<file path="src/rtl/vga_pkg.sv">
// Shared constants, stage-1 record and width helpers for the VGA tile display.
package vga_pkg;

    localparam int unsigned DEF_H_ACTIVE = 640;
    localparam int unsigned DEF_H_FP     = 16;
    localparam int unsigned DEF_H_SYNC   = 96;
    localparam int unsigned DEF_H_BP     = 48;
    localparam int unsigned DEF_V_ACTIVE = 480;
    localparam int unsigned DEF_V_FP     = 10;
    localparam int unsigned DEF_V_SYNC   = 2;
    localparam int unsigned DEF_V_BP     = 33;

    localparam logic [11:0] DEF_BG_COLOR     = 12'h000;
    localparam logic [11:0] DEF_WALL_COLOR   = 12'hFF0;
    localparam logic [11:0] DEF_PLAYER_COLOR = 12'hFFF;

    localparam int unsigned DEF_TILE     = 20;
    localparam int unsigned DEF_MAP_COLS = 32;
    localparam int unsigned DEF_MAP_ROWS = 24;

    localparam int unsigned POS_W = 8;

    // Per-pixel attributes carried from the tile lookup to the output registers.
    typedef struct packed {
        logic active;
        logic hsync;
        logic vsync;
        logic player;
        logic wall;
    } vga_s1_t;

    function automatic int unsigned vga_width(input int unsigned total);
        return (total <= 1) ? 1 : $clog2(total);
    endfunction

    function automatic int unsigned vga_max(input int unsigned a, input int unsigned b);
        return (a > b) ? a : b;
    endfunction

endpackage

</file>
<file path="src/rtl/vga_timing.sv">
// Pixel-rate divider, h/v scan counters, raw sync/active windows and frame-wrap pulse.
module vga_timing
    import vga_pkg::*;
#(
    parameter int unsigned CLK_DIV  = 4,
    parameter int unsigned H_ACTIVE = DEF_H_ACTIVE,
    parameter int unsigned H_FP     = DEF_H_FP,
    parameter int unsigned H_SYNC   = DEF_H_SYNC,
    parameter int unsigned H_BP     = DEF_H_BP,
    parameter int unsigned V_ACTIVE = DEF_V_ACTIVE,
    parameter int unsigned V_FP     = DEF_V_FP,
    parameter int unsigned V_SYNC   = DEF_V_SYNC,
    parameter int unsigned V_BP     = DEF_V_BP,
    localparam int unsigned H_TOTAL = H_ACTIVE + H_FP + H_SYNC + H_BP,
    localparam int unsigned V_TOTAL = V_ACTIVE + V_FP + V_SYNC + V_BP,
    localparam int unsigned HW      = vga_width(H_TOTAL),
    localparam int unsigned VW      = vga_width(V_TOTAL)
) (
    input  logic          clk,
    input  logic          reset_n,
    output logic          o_pix_en,
    output logic [HW-1:0] o_h_count,
    output logic [VW-1:0] o_v_count,
    output logic          o_line_end,
    output logic          o_frame_wrap,
    output logic          o_h_sync_win,
    output logic          o_v_sync_win,
    output logic          o_active
);

    localparam int unsigned DW = vga_width(CLK_DIV);

    logic [DW-1:0] r_div;
    logic [HW-1:0] r_h;
    logic [VW-1:0] r_v;
    logic          w_pix_en;
    logic          w_h_last;
    logic          w_v_last;

    assign w_pix_en = (r_div == DW'(CLK_DIV - 1));
    assign w_h_last = (r_h == HW'(H_TOTAL - 1));
    assign w_v_last = (r_v == VW'(V_TOTAL - 1));

    always_ff @(posedge clk or negedge reset_n) begin
        if (!reset_n) begin
            r_div <= '0;
        end else if (w_pix_en) begin
            r_div <= '0;
        end else begin
            r_div <= r_div + 1'b1;
        end
    end

    always_ff @(posedge clk or negedge reset_n) begin
        if (!reset_n) begin
            r_h <= '0;
            r_v <= '0;
        end else if (w_pix_en) begin
            if (w_h_last) begin
                r_h <= '0;
                r_v <= w_v_last ? '0 : r_v + 1'b1;
            end else begin
                r_h <= r_h + 1'b1;
            end
        end
    end

    // Compare in 32 bits so an upper bound equal to the total cannot alias to zero.
    assign o_h_sync_win = (32'(r_h) >= H_ACTIVE + H_FP) && (32'(r_h) < H_ACTIVE + H_FP + H_SYNC);
    assign o_v_sync_win = (32'(r_v) >= V_ACTIVE + V_FP) && (32'(r_v) < V_ACTIVE + V_FP + V_SYNC);
    assign o_active     = (32'(r_h) < H_ACTIVE) && (32'(r_v) < V_ACTIVE);

    assign o_pix_en     = w_pix_en;
    assign o_h_count    = r_h;
    assign o_v_count    = r_v;
    assign o_line_end   = w_pix_en & w_h_last;
    assign o_frame_wrap = w_pix_en & w_h_last & w_v_last;

endmodule

</file>
<file path="src/rtl/vga_tile_display.sv">
// VGA scan-out of a ROM tile map with a one-tile player overlay latched once per frame.
module vga_tile_display
    import vga_pkg::*;
#(
    parameter int unsigned CLK_DIV      = 4,
    parameter int unsigned H_ACTIVE     = DEF_H_ACTIVE,
    parameter int unsigned H_FP         = DEF_H_FP,
    parameter int unsigned H_SYNC       = DEF_H_SYNC,
    parameter int unsigned H_BP         = DEF_H_BP,
    parameter int unsigned V_ACTIVE     = DEF_V_ACTIVE,
    parameter int unsigned V_FP         = DEF_V_FP,
    parameter int unsigned V_SYNC       = DEF_V_SYNC,
    parameter int unsigned V_BP         = DEF_V_BP,
    parameter logic        SYNC_POL     = 1'b0,
    parameter int unsigned TILE         = DEF_TILE,
    parameter int unsigned MAP_COLS     = DEF_MAP_COLS,
    parameter int unsigned MAP_ROWS     = DEF_MAP_ROWS,
    parameter logic [11:0] BG_COLOR     = DEF_BG_COLOR,
    parameter logic [11:0] WALL_COLOR   = DEF_WALL_COLOR,
    parameter logic [11:0] PLAYER_COLOR = DEF_PLAYER_COLOR,
    localparam int unsigned H_TOTAL     = H_ACTIVE + H_FP + H_SYNC + H_BP,
    localparam int unsigned V_TOTAL     = V_ACTIVE + V_FP + V_SYNC + V_BP,
    localparam int unsigned HW          = vga_width(H_TOTAL),
    localparam int unsigned VW          = vga_width(V_TOTAL),
    localparam int unsigned AW          = vga_width(MAP_ROWS)
) (
    input  logic                clk,
    input  logic                reset_n,
    input  logic [POS_W-1:0]    player_x,
    input  logic [POS_W-1:0]    player_y,
    output logic [AW-1:0]       map_addr,
    input  logic [MAP_COLS-1:0] map_row,
    output logic                hsync,
    output logic                vsync,
    output logic [11:0]         rgb,
    output logic                de,
    output logic                frame_start,
    output logic [HW-1:0]       h_count,
    output logic [VW-1:0]       v_count
);

    // Tile counters keep running through blanking, so size them for the full totals.
    localparam int unsigned TXW = vga_width(TILE);
    localparam int unsigned CW  = vga_max(POS_W, vga_width(H_TOTAL / TILE + 1));
    localparam int unsigned RW  = vga_max(POS_W, vga_width(V_TOTAL / TILE + 1));

    logic          w_pix_en;
    logic          w_line_end;
    logic          w_frame_wrap;
    logic          w_h_sync_win;
    logic          w_v_sync_win;
    logic          w_active;
    logic [HW-1:0] w_h_count;
    logic [VW-1:0] w_v_count;

    vga_timing #(
        .CLK_DIV  (CLK_DIV),
        .H_ACTIVE (H_ACTIVE),
        .H_FP     (H_FP),
        .H_SYNC   (H_SYNC),
        .H_BP     (H_BP),
        .V_ACTIVE (V_ACTIVE),
        .V_FP     (V_FP),
        .V_SYNC   (V_SYNC),
        .V_BP     (V_BP)
    ) u_timing (
        .clk          (clk),
        .reset_n      (reset_n),
        .o_pix_en     (w_pix_en),
        .o_h_count    (w_h_count),
        .o_v_count    (w_v_count),
        .o_line_end   (w_line_end),
        .o_frame_wrap (w_frame_wrap),
        .o_h_sync_win (w_h_sync_win),
        .o_v_sync_win (w_v_sync_win),
        .o_active     (w_active)
    );

    logic [TXW-1:0]   r_tile_x;
    logic [TXW-1:0]   r_tile_y;
    logic [CW-1:0]    r_tile_col;
    logic [RW-1:0]    r_tile_row;
    logic [POS_W-1:0] r_px;
    logic [POS_W-1:0] r_py;

    // Stage 0: tile position tracks the counters by increment and wrap only.
    always_ff @(posedge clk or negedge reset_n) begin
        if (!reset_n) begin
            r_tile_x   <= '0;
            r_tile_col <= '0;
            r_tile_y   <= '0;
            r_tile_row <= '0;
        end else if (w_pix_en) begin
            if (w_line_end) begin
                r_tile_x   <= '0;
                r_tile_col <= '0;
                if (w_frame_wrap) begin
                    r_tile_y   <= '0;
                    r_tile_row <= '0;
                end else if (r_tile_y == TXW'(TILE - 1)) begin
                    r_tile_y   <= '0;
                    r_tile_row <= r_tile_row + 1'b1;
                end else begin
                    r_tile_y <= r_tile_y + 1'b1;
                end
            end else if (r_tile_x == TXW'(TILE - 1)) begin
                r_tile_x   <= '0;
                r_tile_col <= r_tile_col + 1'b1;
            end else begin
                r_tile_x <= r_tile_x + 1'b1;
            end
        end
    end

    always_ff @(posedge clk or negedge reset_n) begin
        if (!reset_n) begin
            r_px <= '0;
            r_py <= '0;
        end else if (w_frame_wrap) begin
            r_px <= player_x;
            r_py <= player_y;
        end
    end

    logic w_col_in;
    logic w_row_in;
    logic w_map_bit;
    logic w_player_on_map;

    assign w_col_in  = (32'(r_tile_col) < MAP_COLS);
    assign w_row_in  = (32'(r_tile_row) < MAP_ROWS);
    assign map_addr  = w_row_in ? AW'(r_tile_row) : '0;
    assign w_map_bit = |(map_row & (MAP_COLS'(1) << r_tile_col));

    assign w_player_on_map = (32'(r_px) < MAP_COLS) && (32'(r_py) < MAP_ROWS);

    vga_s1_t w_s1_next;
    vga_s1_t r_s1;

    // Stage 1: map_row has settled for the current tile_row by the next pix_en.
    always_comb begin
        w_s1_next        = '0;
        w_s1_next.active = w_active;
        w_s1_next.hsync  = w_h_sync_win;
        w_s1_next.vsync  = w_v_sync_win;
        w_s1_next.wall   = w_col_in & w_row_in & w_map_bit;
        w_s1_next.player = w_player_on_map && (r_tile_col == CW'(r_px))
                           && (r_tile_row == RW'(r_py));
    end

    always_ff @(posedge clk or negedge reset_n) begin
        if (!reset_n) begin
            r_s1 <= '0;
        end else if (w_pix_en) begin
            r_s1 <= w_s1_next;
        end
    end

    logic [11:0] w_rgb_next;

    always_comb begin
        w_rgb_next = 12'h000;
        if (r_s1.active) begin
            if (r_s1.player) begin
                w_rgb_next = PLAYER_COLOR;
            end else if (r_s1.wall) begin
                w_rgb_next = WALL_COLOR;
            end else begin
                w_rgb_next = BG_COLOR;
            end
        end
    end

    logic        r_hsync;
    logic        r_vsync;
    logic        r_de;
    logic [11:0] r_rgb;

    // Stage 2: all pin-facing outputs leave from flops, aligned two pixels behind stage 0.
    always_ff @(posedge clk or negedge reset_n) begin
        if (!reset_n) begin
            r_hsync <= ~SYNC_POL;
            r_vsync <= ~SYNC_POL;
            r_de    <= 1'b0;
            r_rgb   <= 12'h000;
        end else if (w_pix_en) begin
            r_hsync <= r_s1.hsync ? SYNC_POL : ~SYNC_POL;
            r_vsync <= r_s1.vsync ? SYNC_POL : ~SYNC_POL;
            r_de    <= r_s1.active;
            r_rgb   <= w_rgb_next;
        end
    end

    assign hsync       = r_hsync;
    assign vsync       = r_vsync;
    assign de          = r_de;
    assign rgb         = r_rgb;
    assign frame_start = w_frame_wrap;
    assign h_count     = w_h_count;
    assign v_count     = w_v_count;

endmodule

</file>
<file path="config.mk">
export PLATFORM = sky130hd
export DESIGN_NAME = vga_tile_display
export DESIGN_NICKNAME = d
export VERILOG_FILES = /design/src/rtl/vga_pkg.sv /design/src/rtl/vga_timing.sv /design/src/rtl/vga_tile_display.sv
export SDC_FILE = /design/constraint.sdc
export NUM_CORES = 1
export LEC_CHECK = 0
export BUFFER_PORTS_ARGS = -buffer_cell sky130_fd_sc_hd__buf_4
export CAP_MARGIN = 25
export CELL_PAD_IN_SITES_DETAIL_PLACEMENT = 1
export CELL_PAD_IN_SITES_GLOBAL_PLACEMENT = 1
export CORE_MARGIN = 5
export CORE_UTILIZATION = 45
export DETAILED_ROUTE_END_ITERATION = 16
export GPL_ROUTABILITY_DRIVEN = 0
export PLACE_DENSITY_LB_ADDON = 0.1
export SYNTH_ARGS = -nofsm -noshare
export SYNTH_HDL_FRONTEND = slang
export SYNTH_SLANG_ARGS = --single-unit
</file>
<file path="constraint.sdc">
create_clock -name clk -period 3.5 [get_ports clk]
set_input_delay 0 -clock clk [delete_from_list [all_inputs] [get_ports clk]]
set_output_delay 0 -clock clk [all_outputs]
set_load 0.05 [all_outputs]
</file>
==> results.ini <==
[run_status]
outcome = completed

[detailed_routing]
drt_wl_total_um = 10800
drc = 0
vias = 3376
wl_per_cell_um = 17.67
first_iter_violations = 111
dr.pass1.iters = 5
drtAntennaViolNets = 0
via_per_inst = 5.525

[finish]
final_cell_area_mm2 = 0.005132
layout-drive-gt1-share_pct = 28.83
mostFrequentLayoutCell = buf_4
seq_area_mm2 = 0.001854
antenna_cells = 0
fillers = 980
area_delta_synth_final_pct = 26.29
layout_common_cells = 95 x buf_4, 72 x dfrtp_1, 35 x nand2_1, 28 x nor2_1, 21 x mux2_2
final_nets = 557
multi_input_area_mm2 = 0.001988

[synthesis]
synth_warnings = 0
synth_fp_nets = 461
netlist_area_mm2 = 0.004064
synth_edf_count = 0
synth_cell_types = 57
syn_avg_cell_area_um2 = 10.11
ys_async_sr_fraction_pct = 100.0
ys_seq_elements = 74
synth_top_area_share_pct = 44.33
synth_seq_area_share_pct = 45.63
synth_area_leaders = dfrtp_1 44%, mux2_2 5.8%, xnor2_1 3.9%
yosysTopAreaCell = dfrtp_1
synth_flop_cell = dfrtp_1
postSynthCellCount = 402

[pwr]
peakVddDrop_uv = 218.9
p_per_area_mw_per_mm2 = 310.0
pwr-share-seq_pct = 53.8
p_leak_nw = 2.419
power.share.clock_pct = 40.6
power.switching_w = 0.0003543
intPower_w = 0.001237
sw_frac_of_total_pct = 22.27
power_frac_comb_pct = 5.6

[timing]
hold_violations = 0
tns_ps = 0
timing.final.crit_share_pct = 89.43
fin_skew_ps = 15.88
period_needed_ps = 3130
fmax_mhz = 319.5
tightest_slew_ps = 896.1
relSlewSlack_pct = 39.98
slew_viol_final = 0
setup_viol = 0
rsz0062_at_grt = false

[clock_tree]
clk_pin_slew_worst_paths_ps = 90
cts_tree = done
cts_htree_levels = 3
cts_made_buffers = 9
clk_path_buf_depth = 2
cts_resized = 0
clock-sinks = 74
cts_root_buf = clkbuf_8
insertion_delay_ps = 340

[setup_path]
path_cells = or4b_4 -> or4_1 -> nor2_4 -> buf_4
worst_r2r_path_depth = 4
worst_setup_path_end_kind = output pin
max_stage_delay_ps = 790
crit_buf_inv = 1
cp.depth = 4
cp_slowest_cell = or4_1
worstSetupStartpointType = flip-flop
cp_top_family = simple AND/OR/NAND/NOR gates
crit_type = reg2out
arrival_ps = 3130
required_ps = 3500
path_max_fanout = 25

[hold_path]
hp-class = in2reg
min_path_cells = 4

[grt]
grt_pass1_wl_um = 17950
first_global_vias = 3555
grt_max_degree = 75
antenna_found_initial = 0
grt_usage_pct = 19.59
grt_overflow = 0

[place]
port-buffer-count = 90
placed_area_mm2 = 0.004740
dp_hpwl_um = 7461

[flow_run]
max-cap-violations = 0

[floorplanning]
start_util_pct = 46.37
core_area_mm2 = 0.008763
io_pins = 91
die_w_um = 105.0
die_h_um = 105.0
die_area_mm2 = 0.01103
rows = 34

final cells by class:
cell class / count / area share, %
clock buffers: 10 / 2.487
well taps: 108 / 2.633
multi-input cells: 286 / 38.74
flip-flops and latches: 74 / 36.13
repair buffers: 114 / 17.94
clock inverters: 6 / 1.121
inverters: 13 / 0.9508
cell usage after synthesis, drive strengths merged (2+ instances only):
master,n
dfrtp,72
nand2,35
nor2,30
mux2,21
o21ai,20
nand3,18
xnor2,18
xor2,18
buf,17
inv,13
and3,12
clkbuf,12
nand4,12
a21oi,10
nor4,10
ha,9
nor3,8
and2,7
mux2i,6
nand2b,6
o31ai,4
a31oi,3
nor2b,3
nor4b,3
o211ai,3
o2bb2ai,3
a2111o,2
a21o,2
dfstp,2
mux4,2
nand3b,2
nor4bb,2
o22ai,2
or4,2
or4b,2
timing repair:
| action | in CTS | in global routing |
|---|---|---|
| buffers inserted | 0 | 0 |
| hold buffers | 17 | 1 |
| endpoints found under the hold margin | 88 | 2 |
power groups by stage:
stage | registers [W] | clock network [W] | logic, W
floorplan | 0.000872 | 0 | 0.00000928
global placement | 0.000872 | 0 | 0.0000688
detailed placement | 0.000872 | 0 | 0.0000702
CTS | 0.000855 | 0.000656 | 0.0000853
global route | 0.000855 | 0.000703 | 0.0000979
finish | 0.000855 | 0.000647 | 0.0000891
cells by family (layout without fill, tap and decap cells):
kind of cell	count (synthesis)	after routing	share of synthesized area (%)
AND/OR/NAND/NOR	157	157	21.09
adder cells (fa/ha/maj)	9	9	2.771
multiplexers	29	29	8.405
XOR/XNOR	36	36	7.759
flip-flops	74	74	45.63
AO/OA/AOI/OAI	55	55	8.744
buffers and inverters	42	143	5.603
worst register-to-register path, stage by stage, from the launching register on:
cell	delay, ps
dfrtp_1	460
or4b_4	580
or4_1	790
nor2_4	630
mux2_2	430
registers in the layout, indices dropped and copies added, names as in the netlist:
register,flops
vsync,1
r_py,8
r_tile_col,8
r_s1,5
u_timing.o_v_count,10
r_tile_x,5
u_timing.r_div,2
r_px,8
rgb,2
r_tile_row,8
r_tile_y,5
de,1
u_timing.o_h_count,10
hsync,1
stage by stage:
stage | instances | worst slack, ps | power [W] | hold WS, ps | utilization [%]
3_5_place_dp | 576 | 531.2 | 0.0009425 | 199.0 | 54.08
3_3_place_gp | 576 | 565.3 | 0.0009411 | 201.9 | 54.08
2_1_floorplan | 402 | 808.8 | 0.0008817 | -295.6 | -
5_1_grt | 611 | 203.4 | 0.001656 | 228.4 | 58.57
6_report | 611 | 370.0 | 0.001591 | 244.3 | 58.57
4_1_cts | 609 | 353.4 | 0.001597 | 226.2 | 58.14
routing by layer:
| metal | track usage (%) | part of all wire, % | wire, µm |
|---|---|---|---|
| met1 | 24.79 | 42 | 4585 |
| met2 | 35.12 | 54 | 5785 |
| met3 | 3.822 | 3.6 | 387 |
| met4 | 3.288 | 0.35 | 38 |
| met5 | 0 | 0 | 0 |
path summary, 6_finish.rpt:
path                                       startpoint                    end  slack [ps]
worst max-delay path            u_timing.o_h_count[7]            frame_start         370
worst min-delay path                      map_row[30]                r_s1[0]         240
worst max register to register  u_timing.o_h_count[7]                r_px[4]         490
worst min register to register      u_timing.r_div[0]      u_timing.r_div[0]         440
max in group asynchronous                     reset_n                  vsync        2370
min in group asynchronous                     reset_n  u_timing.o_h_count[3]         550
(Power assumes the default switching activity.)
